## src/rtl/i2c_master.sv

```systemverilog
`timescale 1ns/1ps
// Single-byte I2C master: register write or register read (repeated START, one byte, NACK) per request.
// Latency: START is on the bus the clock after Req is accepted; each bus slot is 4*CNT_Q clocks; Done is a one-clock pulse.
// Backpressure: Req is only sampled while Busy=0; a request made while busy is dropped, never queued.
// Ports: Clk/Rst_n; request side Req, Rw, Dev_addr, Reg_addr, Wr_data; status Busy, Done, Ack_err, Rd_vld, Rd_data;
//        pad side Sclk (push-pull), Sda_in, Sda_oe, Sda_o (tri-state split, wired-AND bus with external pull-up).
module i2c_master #(
    parameter int SYS_FREQ = 50_000_000,
    parameter int SCL_FREQ = 100_000
) (
    input  logic       Clk,
    input  logic       Rst_n,
    input  logic       Req,
    input  logic       Rw,
    input  logic [6:0] Dev_addr,
    input  logic [7:0] Reg_addr,
    input  logic [7:0] Wr_data,
    output logic       Busy,
    output logic       Done,
    output logic       Ack_err,
    output logic       Rd_vld,
    output logic [7:0] Rd_data,
    output logic       Sclk,
    input  logic       Sda_in,
    output logic       Sda_oe,
    output logic       Sda_o
);

    // Quarter-bit length in system clocks; must be at least 2.
    localparam int CNT_Q = SYS_FREQ / (4 * SCL_FREQ);
    localparam int CW    = $clog2(CNT_Q);
    localparam logic [CW-1:0] CNT_LAST = CW'(CNT_Q - 1);

    localparam logic [3:0] S_IDLE    = 4'd0;
    localparam logic [3:0] S_START   = 4'd1;
    localparam logic [3:0] S_TX_BYTE = 4'd2;
    localparam logic [3:0] S_RX_ACK  = 4'd3;
    localparam logic [3:0] S_RESTART = 4'd4;
    localparam logic [3:0] S_RX_BYTE = 4'd5;
    localparam logic [3:0] S_TX_NACK = 4'd6;
    localparam logic [3:0] S_STOP    = 4'd7;
    localparam logic [3:0] S_FINISH  = 4'd8;

    logic [3:0]    state;
    logic [CW-1:0] cnt;
    logic [1:0]    phase;
    logic [2:0]    bit_cnt;
    logic [1:0]    byte_idx;   // 0: address+W, 1: register, 2: data (write) or address+R (read)
    logic          rw_q;
    logic [6:0]    dev_q;
    logic [7:0]    reg_q;
    logic [7:0]    wdat_q;
    logic [7:0]    tx_sh;
    logic [7:0]    rx_sh;

    logic q_end;
    logic slot_end;
    logic sample;

    assign q_end    = (cnt == CNT_LAST);
    assign slot_end = q_end && (phase == 2'd3);
    // SCL has been high for a full quarter by now, so the slave's data is settled.
    assign sample   = (phase == 2'd3) && (cnt == '0);

    always_ff @(posedge Clk or negedge Rst_n) begin
        if (!Rst_n) begin
            state    <= S_IDLE;
            cnt      <= '0;
            phase    <= 2'd0;
            bit_cnt  <= 3'd0;
            byte_idx <= 2'd0;
            rw_q     <= 1'b0;
            dev_q    <= 7'd0;
            reg_q    <= 8'd0;
            wdat_q   <= 8'd0;
            tx_sh    <= 8'd0;
            rx_sh    <= 8'd0;
            Ack_err  <= 1'b0;
            Rd_data  <= 8'h00;
        end else begin
            // Slot timing only runs while a bus slot is in progress.
            if (state == S_IDLE || state == S_FINISH) begin
                cnt   <= '0;
                phase <= 2'd0;
            end else if (q_end) begin
                cnt   <= '0;
                phase <= phase + 2'd1;
            end else begin
                cnt <= cnt + CW'(1);
            end

            if (sample) begin
                if (state == S_RX_ACK && Sda_in) Ack_err <= 1'b1;
                if (state == S_RX_BYTE) rx_sh <= {rx_sh[6:0], Sda_in};
            end

            case (state)
                S_IDLE: begin
                    if (Req) begin
                        rw_q    <= Rw;
                        dev_q   <= Dev_addr;
                        reg_q   <= Reg_addr;
                        wdat_q  <= Wr_data;
                        Ack_err <= 1'b0;
                        state   <= S_START;
                    end
                end
                S_START: begin
                    if (slot_end) begin
                        tx_sh    <= {dev_q, 1'b0};
                        bit_cnt  <= 3'd0;
                        byte_idx <= 2'd0;
                        state    <= S_TX_BYTE;
                    end
                end
                S_TX_BYTE: begin
                    if (slot_end) begin
                        tx_sh   <= {tx_sh[6:0], 1'b0};
                        bit_cnt <= bit_cnt + 3'd1;   // wraps to 0 for the next byte
                        if (bit_cnt == 3'd7) state <= S_RX_ACK;
                    end
                end
                S_RX_ACK: begin
                    // Ack_err was set at the sample point earlier in this slot.
                    if (slot_end) begin
                        if (Ack_err) begin
                            state <= S_STOP;
                        end else begin
                            case (byte_idx)
                                2'd0: begin
                                    tx_sh    <= reg_q;
                                    byte_idx <= 2'd1;
                                    state    <= S_TX_BYTE;
                                end
                                2'd1: begin
                                    if (rw_q) begin
                                        state <= S_RESTART;
                                    end else begin
                                        tx_sh    <= wdat_q;
                                        byte_idx <= 2'd2;
                                        state    <= S_TX_BYTE;
                                    end
                                end
                                default: state <= rw_q ? S_RX_BYTE : S_STOP;
                            endcase
                        end
                    end
                end
                S_RESTART: begin
                    if (slot_end) begin
                        tx_sh    <= {dev_q, 1'b1};
                        byte_idx <= 2'd2;
                        state    <= S_TX_BYTE;
                    end
                end
                S_RX_BYTE: begin
                    if (slot_end) begin
                        bit_cnt <= bit_cnt + 3'd1;
                        if (bit_cnt == 3'd7) state <= S_TX_NACK;
                    end
                end
                S_TX_NACK: begin
                    if (slot_end) state <= S_STOP;
                end
                S_STOP: begin
                    if (slot_end) begin
                        // Load here so Rd_data is already valid while Rd_vld pulses.
                        if (rw_q && !Ack_err) Rd_data <= rx_sh;
                        state <= S_FINISH;
                    end
                end
                S_FINISH: state <= S_IDLE;
                default:  state <= S_IDLE;
            endcase
        end
    end

    // Pad drive is a pure decode of registered state, so reset releases the bus immediately.
    always_comb begin
        Sclk   = 1'b1;
        Sda_oe = 1'b0;
        Sda_o  = 1'b1;
        case (state)
            S_START: begin
                Sda_oe = 1'b1;
                Sda_o  = ~phase[1];
            end
            S_TX_BYTE: begin
                Sclk   = phase[1];
                Sda_oe = 1'b1;
                Sda_o  = tx_sh[7];
            end
            S_RX_ACK, S_RX_BYTE: begin
                Sclk = phase[1];
            end
            S_TX_NACK: begin
                Sclk   = phase[1];
                Sda_oe = 1'b1;
            end
            S_RESTART: begin
                Sclk   = (phase != 2'd0);
                Sda_oe = 1'b1;
                Sda_o  = ~phase[1];
            end
            S_STOP: begin
                Sclk   = (phase != 2'd0);
                Sda_oe = ~phase[1];
                Sda_o  = 1'b0;
            end
            default: begin
                Sclk   = 1'b1;
                Sda_oe = 1'b0;
                Sda_o  = 1'b1;
            end
        endcase
    end

    assign Busy   = (state != S_IDLE);
    assign Done   = (state == S_FINISH);
    assign Rd_vld = (state == S_FINISH) && rw_q && !Ack_err;

endmodule

```

## config.mk

```make
export PLATFORM = sky130hd
export DESIGN_NAME = i2c_master
export DESIGN_NICKNAME = d
export VERILOG_FILES = /design/src/rtl/i2c_master.sv
export SDC_FILE = /design/constraint.sdc
export NUM_CORES = 1
export LEC_CHECK = 0
export BUFFER_PORTS_ARGS = -buffer_cell sky130_fd_sc_hd__buf_2
export CORE_ASPECT_RATIO = 1.1
export CORE_MARGIN = 3
export CORE_UTILIZATION = 45
export DETAILED_ROUTE_END_ITERATION = 8
export PLACE_DENSITY = 0.77
export SKIP_LAST_GASP = 1
export SLEW_MARGIN = 15
export SYNTH_ARGS = -nofsm -noshare
export SYNTH_HDL_FRONTEND = slang
export SYNTH_SLANG_ARGS = --single-unit
```

## constraint.sdc

```tcl
create_clock -name Clk -period 2 [get_ports Clk]
set_input_delay 0.1 -clock Clk [delete_from_list [all_inputs] [get_ports Clk]]
set_output_delay 0.1 -clock Clk [all_outputs]
set_load 0.01 [all_outputs]
```

Word level (Yosys, flattened, before mapping). Index checks and enable logic that the tools add are counted.

Register bits: 67. Bits of input ports: 28. Output and inout bits: 15.

Add/subtract/negate cells: 3. Mux-type cells: 43. Reduce and logical (&&, ||, !) cells: 29. Eq/ne operators: 27. Bitwise gates (word level): 1.

Operator list (count): $mux W8 (6); $mux W4 (9); $pmux W8 S4 (1); $pmux W4 S7 (1); $ne A2 B2 Y1 const B (10); $eq A4 B3 Y1 const B (4); $mux W2 (8); $pmux W8 S2 (1); $mux W7 (2); $mux W3 (4); $pmux W3 S2 (2); $reduce_and A9 Y1 (1); $eq A4 B2 Y1 const B (2); $reduce_and A8 Y1 (1); $reduce_bool A4 Y1 (2); $reduce_or A4 Y1 (2); $add A7 B1 Y7 const B (1); $eq A7 B7 Y1 const B (1); $logic_not A7 Y1 (1); $reduce_and A7 Y1 (1); $logic_and A1 B1 Y1 (6); $ne A2 B1 Y1 const B (3); $pmux W2 S3 (1); $reduce_and A3 Y1 (2); other kinds (22) (31).

Depth between registers and ports, before layout.
Depth in word-level cells: 6. Depth in mapped cells: 7. Depth with buffers taken out: 6.

Least setup slack after synthesis. OpenSTA, ideal clock, no wires.

Path kind: register -> register. From: register state[3]. To: register tx_sh[1]. Clock period less this slack: 1.868 ns. Data required time: 1.875 ns. Stages on the path, launching flop included: 6. Library setup time: 0.125 ns. Arrival time: 1.743 ns. Slack: 0.132 ns. Cells stage by stage: dfrtp_1 buf_2 nor3b_2 mux2_2 a221o_1 mux2_2.

Longest elaborated chain between the ends: 3. Elaborated cells on any way between the ends: 14. Those cells by class: 11 x eq/ne; 1 x mux; 2 x reduce/logical.

Ends and longest elaborated chain: start: declaration (RTL line 44) `logic [3:0] state;`; start signal: assignment (RTL line 144) `default: state <= rw_q ? S_RX_BYTE : S_STOP;`; $eq A4 B2 Y1, or another cell as far along (RTL line 97) `case (state)`; $ne A3 B1 Y1 (no line), or another cell as far along; $reduce_and A8 Y1 (no line); end signal: assignment (RTL line 110) `tx_sh <= {dev_q, 1'b0};`; end signal: assignment (RTL line 118) `tx_sh <= {tx_sh[6:0], 1'b0};`; end signal: assignment (RTL line 131) `tx_sh <= reg_q;`; end: declaration (RTL line 53) `logic [7:0] tx_sh;`.

Several ways; a longest one is shown, not always the timed one. A chain may end at the register's enable or synchronous reset.

Worst setup path in the final report.
From: register state[0]. To: output Sclk.

Longest elaborated chain between the ends: 3. Elaborated cells on any way between the ends: 9. Those cells by class: 6 x eq/ne; 1 x mux; 2 x reduce/logical.

Ends and longest elaborated chain: $eq A4 B2 Y1 / $eq A4 B3 Y1 (equally long branches) (RTL line 183) `case (state)`; $reduce_or A4 Y1 (no line) / $reduce_or A2 Y1 (equally long branches); $pmux W1 S2 (*) (RTL line 183); end: declaration (RTL line 23) `output logic Sclk,`.

Every way passes the cells marked *; elsewhere a longest branch is shown, timed or not.

==> flow_summary.json <==
{
  "status": "finished, final reports clean",
  "drtAntennaViolNets": 0,
  "grt_pass1_vias": 2732,
  "synth_seq_cells": 67,
  "die_h_um": 96.62,
  "swShare_pct": 29.15,
  "sequentialPowerShare_pct": 41.6,
  "met3_length_um": 300,
  "via_per_inst": 5.507,
  "most-common-layout-cells": "dfrtp_1 (66), mux2_2 (57), buf_2 (42), dlygate4sd3_1 (27), buf_4 (18)",
  "ys_seq_area_share_pct": 49.91,
  "worstPathArrival_ns": 1.81,
  "wirelength_um": 7329,
  "row_count": 32,
  "grt-ovfl-total": 0,
  "maxCapViolCount": 0,
  "pwr_density_cell_nw_per_um2": 1099,
  "drtIter0Drc": 131,
  "numCtsBuffers": 9,
  "fillers": 578,
  "track_usage_pct": 18.86,
  "pin_count": 43,
  "via_count": 2500,
  "async_flop_share_pct": 100.0,
  "utilization_pct": 60.22,
  "finalSetupTns_ns": 0,
  "cp-start-kind": "flop",
  "power.internal_uw": 3341,
  "crit_fanout": 10,
  "ys.flop_type": "dfrtp_1",
  "fmax_ghz": 0.5224,
  "place_congestion": 0.8296,
  "start_util_pct": 47.14,
  "hpwl_um": 4937,
  "critPathCaptureType": "output port",
  "netlist_area_sq_um": 3359,
  "slowest_stage": "dfrtp_2",
  "yosysUniqueCellTypes": 45,
  "area_growth_pct": 27.75,
  "core_sq_um": 7127,
  "ys.warnings.count": 0,
  "clkPwrFrac_pct": 28.6,
  "period_needed_ns": 1.914,
  "syn-instance-count": 281,
  "n_antenna_cell": 0,
  "wl_met1_um": 3174,
  "vdd_drop_max_uv": 736.5,
  "leakage_uw": 0.001990,
  "crit_chain": "buf_4, nor2b_1, a22o_1, a21oi_1, or2_2, buf_2",
  "fin_nets": 399,
  "hold_violations": 0,
  "synth_nets": 315,
  "grt_pass1_wl_um": 12810,
  "slew_violations": 0,
  "tightest_slew_ns": 0.6797,
  "dr.pass1.iters": 4,
  "final_common_cell": "dfrtp_1",
  "synth_edf_count": 0,
  "die-width_um": 88.38,
  "clock_skew_ns": 0.01177,
  "wire_per_inst_um": 16.14,
  "tritoncts": "yes",
  "p_comb_share_pct": 29.8,
  "rr_worst_depth": 7,
  "clock_path_buffers": 2,
  "clk_root_buffer_cell": "clkbuf_8",
  "min_period_over_period_pct": 95.71,
  "hp-class": "input port to asynchronous set/reset pin",
  "total_power_uw": 4715,
  "grt_max_degree": 32,
  "drive_above_1_share_pct": 39.84,
  "drc_errors": 0,
  "slew-limit-headroom_pct": 54.69,
  "cp.required_ns": 1.90,
  "routed.top_layer": "met4",
  "p_sw_uw": 1374,
  "avgSynthCellArea_sq_um": 11.96,
  "wl_met2_um": 3704,
  "antenna_found_initial": 0,
  "setup_violations": 0,
  "cts_num_sinks": 67,
  "port_buffers": 42,
  "die_area_sq_um": 8539,
  "htree_levels": 3,
  "clk_pin_slew_ns": 0.08,
  "worstSetupPathType": "flop to output port",
  "critical-path-max-stage-delay_ns": 0.45,
  "clk_latency_ns": 0.35
}
registers in the layout, summed over array words and instances (netlist names), 2 cells and up:
name / flops
Rd_data: 8
reg_q: 8
rx_sh: 8
tx_sh: 8
wdat_q: 8
cnt: 7
dev_q: 7
state: 4
bit_cnt: 3
byte_idx: 2
phase: 2
cells by family after synthesis:
kind of cell	count (synthesis)	share of synthesized area (%)
AND/OR/NAND/NOR	75	13.07
AO/OA/AOI/OAI	43	9.572
multiplexers	62	20.60
XOR/XNOR	7	1.825
buffers and inverters	21	2.793
flip-flops	67	49.91
adder cells (fa/ha/maj)	6	2.235
metrics by stage:
step / instances / worst slack (ns) / hold slack, ns / instance area, sq um
2_1_floorplan: 281 / 0.1318 / -0.1956 / 3359
3_3_place_gp: 412 / 0.03418 / 0.1599 / 3744
3_5_place_dp: 412 / -0.04203 / 0.1783 / 3744
4_1_cts: 454 / 0.006524 / 0.3301 / 4264
5_1_grt: 454 / -0.006644 / 0.3904 / 4292
6_report: 454 / 0.08587 / 0.3268 / 4292
cell type report:
| class | instances | area (sq um) | share of cell area, % |
|---|---|---|---|
| timing repair buffer | 87 | 615.6 | 14.34 |
| inverter | 7 | 26.28 | 0.6122 |
| multi-input combinational | 193 | 1629 | 37.96 |
| sequential | 67 | 1678 | 39.10 |
| tap | 85 | 106.4 | 2.478 |
| clock inverter | 6 | 112.6 | 2.624 |
| clock buffer | 9 | 123.9 | 2.886 |
per-layer routing:
| layer | global-route usage [%] | up-vias |
|---|---|---|
| met3 | 3.407 | 14 |
| met2 | 30.22 | 61 |
| li1 | - | 1185 |
| met5 | 0 | - |
| met1 | 25.21 | 1240 |
| met4 | 7.093 | 0 |
cell usage after synthesis (all sizes together), types with 5 or more instances:
cell type  instances  area share [%]
mux2              57              19
dfrtp             67              50
nand3              7             1.0
nor2b             12             2.2
and3               7             1.3
nor2              17             2.1
inv                7            0.78
a21oi              8             1.2
nand2             11             1.3
ha                 6             2.2
buf               10             1.6
mux2i              5             1.5
a221o              8             2.4
o21ai              5            0.74
critical path, delay by kind of cell, from the launching register on:
family / cells / cell delay [ns]
flip-flops: 1 / 0.45
AO/OA/AOI/OAI: 2 / 0.22
AND/OR/NAND/NOR: 2 / 0.47
buffers and inverters: 2 / 0.33
what timing repair did:
item,CTS,global route
resized for setup,2,5
buffers inserted,0,0
hold buffers,27,0
setup endpoints to repair,9,21
pin swaps,0,1
endpoints found under the hold margin,55,0
power by group through the flow:
stage	combinational, uW	sequential, uW	clock [uW]
2_1_floorplan	972	1900	0
4_1_cts	1370	1950	1380
5_1_grt	1540	2010	1440
6_report	1400	1960	1350
3_5_place_dp	1300	1970	0
3_3_place_gp	1260	1940	0
path summary, 6_finish.rpt:
kind                       startpoint         end  slack (ns)
max                          state[0]        Sclk        0.09
min                             Rst_n   wdat_q[5]        0.33
max reg2reg                    cnt[0]  Rd_data[0]        0.13
min reg2reg                  tx_sh[3]    tx_sh[3]        0.50
max in group asynchronous       Rst_n    state[0]        0.93
min in group Clk             tx_sh[3]    tx_sh[3]        0.50
(Power assumes the default switching activity.)
